$ cat src/rtl/execute.sv
// execute: single registered execute stage with a PRINT FIFO
//   clk, rst_n           - clock, asynchronous active-low reset
//   ins, val             - instruction and cell value from the select stage
//   ptr                  - current data pointer
//   branch_en, branch_pc - one-cycle branch pulse and its target
//   wb_en, wb_tag, wb_val- one-cycle writeback pulse, cell address and value
//   print_data/valid/ready - FIFO head handshake toward the consumer
//   print_stall          - upstream must not issue PRINT while high
//   print_ovf            - sticky flag, a PRINT was dropped
module execute #(
    parameter int          FIFO_DEPTH = 4,
    parameter logic [15:0] PTR_RESET  = 16'h0000
) (
    input  logic        clk,
    input  logic        rst_n,
    input  logic [15:0] ins,
    input  logic [15:0] val,
    output logic [15:0] ptr,
    output logic        branch_en,
    output logic [15:0] branch_pc,
    output logic        wb_en,
    output logic [15:0] wb_tag,
    output logic [15:0] wb_val,
    output logic [7:0]  print_data,
    output logic        print_valid,
    input  logic        print_ready,
    output logic        print_stall,
    output logic        print_ovf
);
    localparam int AW = $clog2(FIFO_DEPTH);
    localparam int CW = AW + 1;

    logic [15:0]   r_ptr, r_branch_pc, r_wb_tag, r_wb_val;
    logic          r_branch_en, r_wb_en, r_ovf;
    logic [7:0]    r_mem [FIFO_DEPTH];
    logic [AW-1:0] r_wr, r_rd;
    logic [CW-1:0] r_cnt;
    logic [3:0]    w_op;
    logic          w_taken, w_push_req, w_pop, w_full, w_push;

    // The instruction after a taken branch is on the wrong path, so squash it.
    assign w_op       = r_branch_en ? 4'h0 : ins[15:12];
    assign w_taken    = (w_op == 4'h6) || (w_op == 4'h5 && val == 16'h0000);
    assign w_push_req = (w_op == 4'h8);
    assign w_pop      = print_valid && print_ready;
    assign w_full     = (r_cnt == CW'(FIFO_DEPTH));
    // A pop in the same cycle frees the slot, so a full FIFO still accepts.
    assign w_push     = w_push_req && (!w_full || w_pop);

    always_ff @(posedge clk or negedge rst_n) begin
        if (!rst_n) begin
            r_ptr       <= PTR_RESET;
            r_branch_en <= 1'b0;
            r_branch_pc <= 16'h0000;
            r_wb_en     <= 1'b0;
            r_wb_tag    <= 16'h0000;
            r_wb_val    <= 16'h0000;
            r_ovf       <= 1'b0;
            r_wr        <= '0;
            r_rd        <= '0;
            r_cnt       <= '0;
        end else begin
            r_ptr       <= (w_op == 4'h3) ? r_ptr + 16'h0001 :
                           (w_op == 4'h4) ? r_ptr - 16'h0001 : r_ptr;
            r_branch_en <= w_taken;
            r_branch_pc <= w_taken ? {4'h0, ins[11:0]} : r_branch_pc;
            r_wb_en     <= (w_op == 4'h1) || (w_op == 4'h2);
            r_wb_tag    <= (w_op == 4'h1 || w_op == 4'h2) ? r_ptr : r_wb_tag;
            r_wb_val    <= (w_op == 4'h1) ? val + 16'h0001 :
                           (w_op == 4'h2) ? val - 16'h0001 : r_wb_val;
            r_ovf       <= r_ovf || (w_push_req && !w_push);
            r_wr        <= w_push ? r_wr + 1'b1 : r_wr;
            r_rd        <= w_pop ? r_rd + 1'b1 : r_rd;
            r_cnt       <= r_cnt + CW'(w_push) - CW'(w_pop);
        end
    end

    // Storage needs no reset: the count gates everything read from it.
    always_ff @(posedge clk) begin
        if (w_push) r_mem[r_wr] <= val[7:0];
    end

    assign ptr         = r_ptr;
    assign branch_en   = r_branch_en;
    assign branch_pc   = r_branch_pc;
    assign wb_en       = r_wb_en;
    assign wb_tag      = r_wb_tag;
    assign wb_val      = r_wb_val;
    assign print_valid = (r_cnt != '0);
    assign print_data  = print_valid ? r_mem[r_rd] : 8'h00;
    assign print_ovf   = r_ovf;
    // One slot of headroom covers a PRINT already in flight when stall rises.
    assign print_stall = rst_n && ((r_cnt >= CW'(FIFO_DEPTH - 1)) || w_push_req);
endmodule

$ cat config.mk
export PLATFORM = sky130hd
export DESIGN_NAME = execute
export DESIGN_NICKNAME = d
export VERILOG_FILES = /design/src/rtl/execute.sv
export SDC_FILE = /design/constraint.sdc
export NUM_CORES = 1
export LEC_CHECK = 0
export CORE_ASPECT_RATIO = 0.7
export CORE_MARGIN = 1.5
export CORE_UTILIZATION = 52
export DETAILED_ROUTE_END_ITERATION = 7
export PLACE_DENSITY = 0.81
export SKIP_LAST_GASP = 1
export SYNTH_ARGS = -nofsm -noshare
export SYNTH_HDL_FRONTEND = slang
export SYNTH_SLANG_ARGS = --single-unit
$ cat constraint.sdc
create_clock -name clk -period 4 [get_ports clk]
set_input_delay 0.6 -clock clk [delete_from_list [all_inputs] [get_ports clk]]
set_output_delay 0.6 -clock clk [all_outputs]
set_load 0.05 [all_outputs]
==> results of run 1 <==
[metal layers]
layer	global-route usage	vias to the layer above	wire length, um
li1	-	2038	-
met1	0.342	1970	6470
met2	0.377	147	5760
met3	0.0580	17	804
met4	0.0585	0	152
met5	0	-	0
[cell usage after synthesis, types with 5 or more instances]
library cell / number / area (um^2)
buf_2: 7 / 35.0
o21ai_0: 42 / 210
nand2b_1: 7 / 43.8
nor2_1: 18 / 67.6
nand2_1: 88 / 330
xor2_1: 14 / 123
xnor2_1: 12 / 105
a21oi_1: 20 / 100
clkbuf_1: 10 / 37.5
dfrtp_1: 70 / 1750
a31oi_1: 6 / 37.5
edfxtp_1: 32 / 961
inv_1: 23 / 86.3
ha_1: 37 / 463
nand3_1: 12 / 60.1
mux2_4: 9 / 135
mux4_2: 8 / 180
a21o_1: 7 / 52.6
and2_1: 17 / 106
nor2b_1: 5 / 31.3
[state kept, by name (all words and copies together), names as in the netlist]
register and flops:
branch_en 1, branch_pc 12, print_ovf 1, ptr 16
r_cnt 3, r_mem 32, r_rd 2, r_wr 2
wb_en 1, wb_tag 16, wb_val 16
[worst max-delay path, delay by kind of cell]
family | cells | cell delay (ps)
AOI/OAI and AO/OA | 2 | 1020
adders and majority gates | 1 | 460
buffers and inverters | 2 | 830
muxes | 1 | 180
and+or+nand+nor | 4 | 630
[where the power goes]
group / switching (mW) / internal [mW] / total, mW
clock: 0.382 / 0.550 / 0.932
combinational: 1.84 / 1.10 / 2.94
sequential: 0.252 / 1.34 / 1.59
total: 2.47 / 2.98 / 5.46
[cell families after synthesis]
group	count (synthesis)
flip-flops	102
multiplexers	24
AO/OA/AOI/OAI	108
adder cells (fa/ha/maj)	40
other	1
buffers and inverters	45
XOR/XNOR	26
AND/OR/NAND/NOR	173
[cell usage in the layout, fill, tap and decap left out, types with 5 or more instances in the layout]
cell type | netlist | layout
a21o_1 | 7 | 7
a21oi_1 | 20 | 20
a31oi_1 | 6 | 6
and2_1 | 17 | 17
buf_4 | 4 | 7
clkbuf_16 | 0 | 9
clkdlybuf4s50_1 | 0 | 106
dfrtp_1 | 70 | 70
edfxtp_1 | 32 | 32
ha_1 | 37 | 37
inv_1 | 23 | 23
mux2_4 | 9 | 9
mux4_2 | 8 | 8
nand2_1 | 88 | 88
nand2b_1 | 7 | 7
nand3_1 | 12 | 12
nor2_1 | 18 | 18
nor2b_1 | 5 | 5
o21ai_0 | 42 | 42
xnor2_1 | 12 | 12
xor2_1 | 14 | 14
[layout make-up]
class	instances	area, um^2	area share
inverter	23	86.3	0.0122
tap	132	165	0.0234
clock inverter	5	81.3	0.0115
sequential	102	2710	0.385
clock buffer	11	233	0.0330
multi-input combinational	375	2660	0.377
timing repair buffer	113	1110	0.158
[through the flow]
step / instance area, um^2 / hold WS [ps] / instances
after floorplan: 5570 / 304 / 522
after global placement: 6740 / 458 / 745
after detailed placement: 6740 / 463 / 745
after CTS: 7050 / 481 / 761
after global routing: 7050 / 499 / 761
final: 7050 / 473 / 761
[path summary, 6_finish.rpt]
kind                                            start                     end  slack (ps)  cells past startpoint
worst max-delay path                          ins[13]  wb_val[15]$_DFFE_PN0P_         500                     10
worst min-delay path            wb_tag[7]$_DFFE_PN0P_   wb_tag[7]$_DFFE_PN0P_         470                      2
worst max register to register    branch_en$_DFF_PN0_  wb_val[15]$_DFFE_PN0P_         930                      8
worst min register to register  wb_tag[7]$_DFFE_PN0P_   wb_tag[7]$_DFFE_PN0P_         470                      2
max in group asynchronous                       rst_n     ptr[14]$_DFFE_PN0P_        2920                      2
min in group asynchronous                       rst_n   wb_val[6]$_DFFE_PN0P_         490                      2
==> metrics.md, run 1 <==
| Metric | Value |
|---|---|
| Min setup slack post-route | `502 ps` |
| Ys flop type | `dfrtp_1` |
| Multiplexer share of the synthesized area | `0.0700` |
| Post-synthesis xor/xnor area fraction | `0.0410` |
| Status | `finished, final reports clean` |
| Antenna-violating nets left | `0` |
| Port bufs | `107` |
| Share of cells above drive strength 1 | `0.0763` |
| Skew final | `5.38 ps` |
| Slowest-stage cell, CP | `o31ai_1` |
| Distinct cells, synth | `57` |
| Pre-CTS setup slack | `173 ps` |
| Final WL | `13200 um` |
| Hold-fix buffers, CTS | `0` |
| Fin crit share | `0.874` |
| Yosys warning count | `0` |
| Final hold violations | `0` |
| P per Cell Area | `774 mW/mm^2` |
| Setup-failing EPs final | `0` |
| GRT Total Usage | `0.240` |
| Die X | `127 um` |
| Layout Nets | `699` |
| Setup TNS | `0 ps` |
| Grt ovf | `0` |
| Final Power | `5.46 mW` |
| I/O pin count | `112` |
| Inserted Clock Buffers | `9` |
| Fmax | `286 MHz` |
| Die Span Y | `89.5 um` |
| Final Max Tran Viols | `0` |
| Clk_lat worst skew | `350 ps` |
| Worst Path Arrival | `3730 ps` |
| Root Driver | `clkbuf_16` |
| FFs w/ async S/R, synth | `0.686` |
| TritonCTS clock tree | `done` |
| Total of max-cap violations | `0` |
| P_leak | `3.07 nW` |
| Hpwl dp | `9440 um` |
| Crit-path max cell delay | `720 ps` |
| Synth Area in Compound Gates | `0.121` |
| WP data required | `4240 ps` |
| Max FO, Critical Path | `15` |
| CP Launch Type | `input port` |
| DR vias | `4172` |
| RSZ-0062 raised after global routing | `no` |
| Mapped Area | `0.00556 mm^2` |
| Sink Count | `102` |
| First-pass GRT wire length | `20900 um` |
| Clk pin slew, worst setup/hold paths | `70 ps` |
| Final min period | `3500 ps` |
| Largest net degree at the start of global routing | `71` |
| Vias in the first global route | `4081` |
| Area delta synth->final | `26.9%` |
| Initial DRC count | `343` |
| CP endpoint kind | `register` |
| Core footprint | `0.0104 mm^2` |
| Post_cts resized | `0` |
| Clock tree buffer depth | `2` |
| Antenna diode count | `0` |
| Synth Area in Simple Gates | `0.148` |
| Setup Buffers After CTS | `0` |
| Initial antenna violation count | `0` |
| Adder-cell area share of the yosys netlist | `0.0941` |
| Vias per inst | `5.48` |
| Drc violations | `0` |
| Layout Utilization | `0.681` |
| Cells after Synth | `519` |
| Starting Density | `0.536` |
| HP Class | `reg -> reg` |
| First-pass iteration count of the detailed router | `5` |
| Worst setup path category | `in -> reg` |
| Post-synth EDFFs | `32` |
| H-tree levels | `3` |
| Sequential share of the synthesized area | `0.488` |
| Max rail drop VDD | `0.530 mV` |
| Routed len/inst | `17.3 um` |
| Cell Chain, Critical Path | `clkdlybuf4s50_1, nand2b_1, nor4_2, inv_1, ha_1, nand2_1, o31ai_1, a41o_1, mux2i_1, nand3_1` |
| Final-layout fill cell count | `801` |
| Worst slew pin tran | `909 ps` |
| Avg Cell Area, Syn | `10.7 um^2` |
| Synthesized flop and latch total | `102` |
| Largest family of logic cells by synthesized area | `simple AND/OR/NAND/NOR gates` |
| Rows | `31` |
| Placer Congestion | `0.915` |
| Die ar. | `0.0113 mm^2` |
| Slew HR | `0.394` |
Note: power is estimated with default switching activity, not from simulation.
==> run 2, diff against run 1 <==
--- a/config.mk
+++ b/config.mk
@@ -10,6 +10,7 @@
 export CORE_UTILIZATION = 52
 export DETAILED_ROUTE_END_ITERATION = 7
 export PLACE_DENSITY = 0.81
+export SKIP_CTS_REPAIR_TIMING = 1
 export SKIP_LAST_GASP = 1
 export SYNTH_ARGS = -nofsm -noshare
 export SYNTH_HDL_FRONTEND = slang
==> results of run 2 <==
The final DEF is identical to that of run 1; final timing and power are the same.
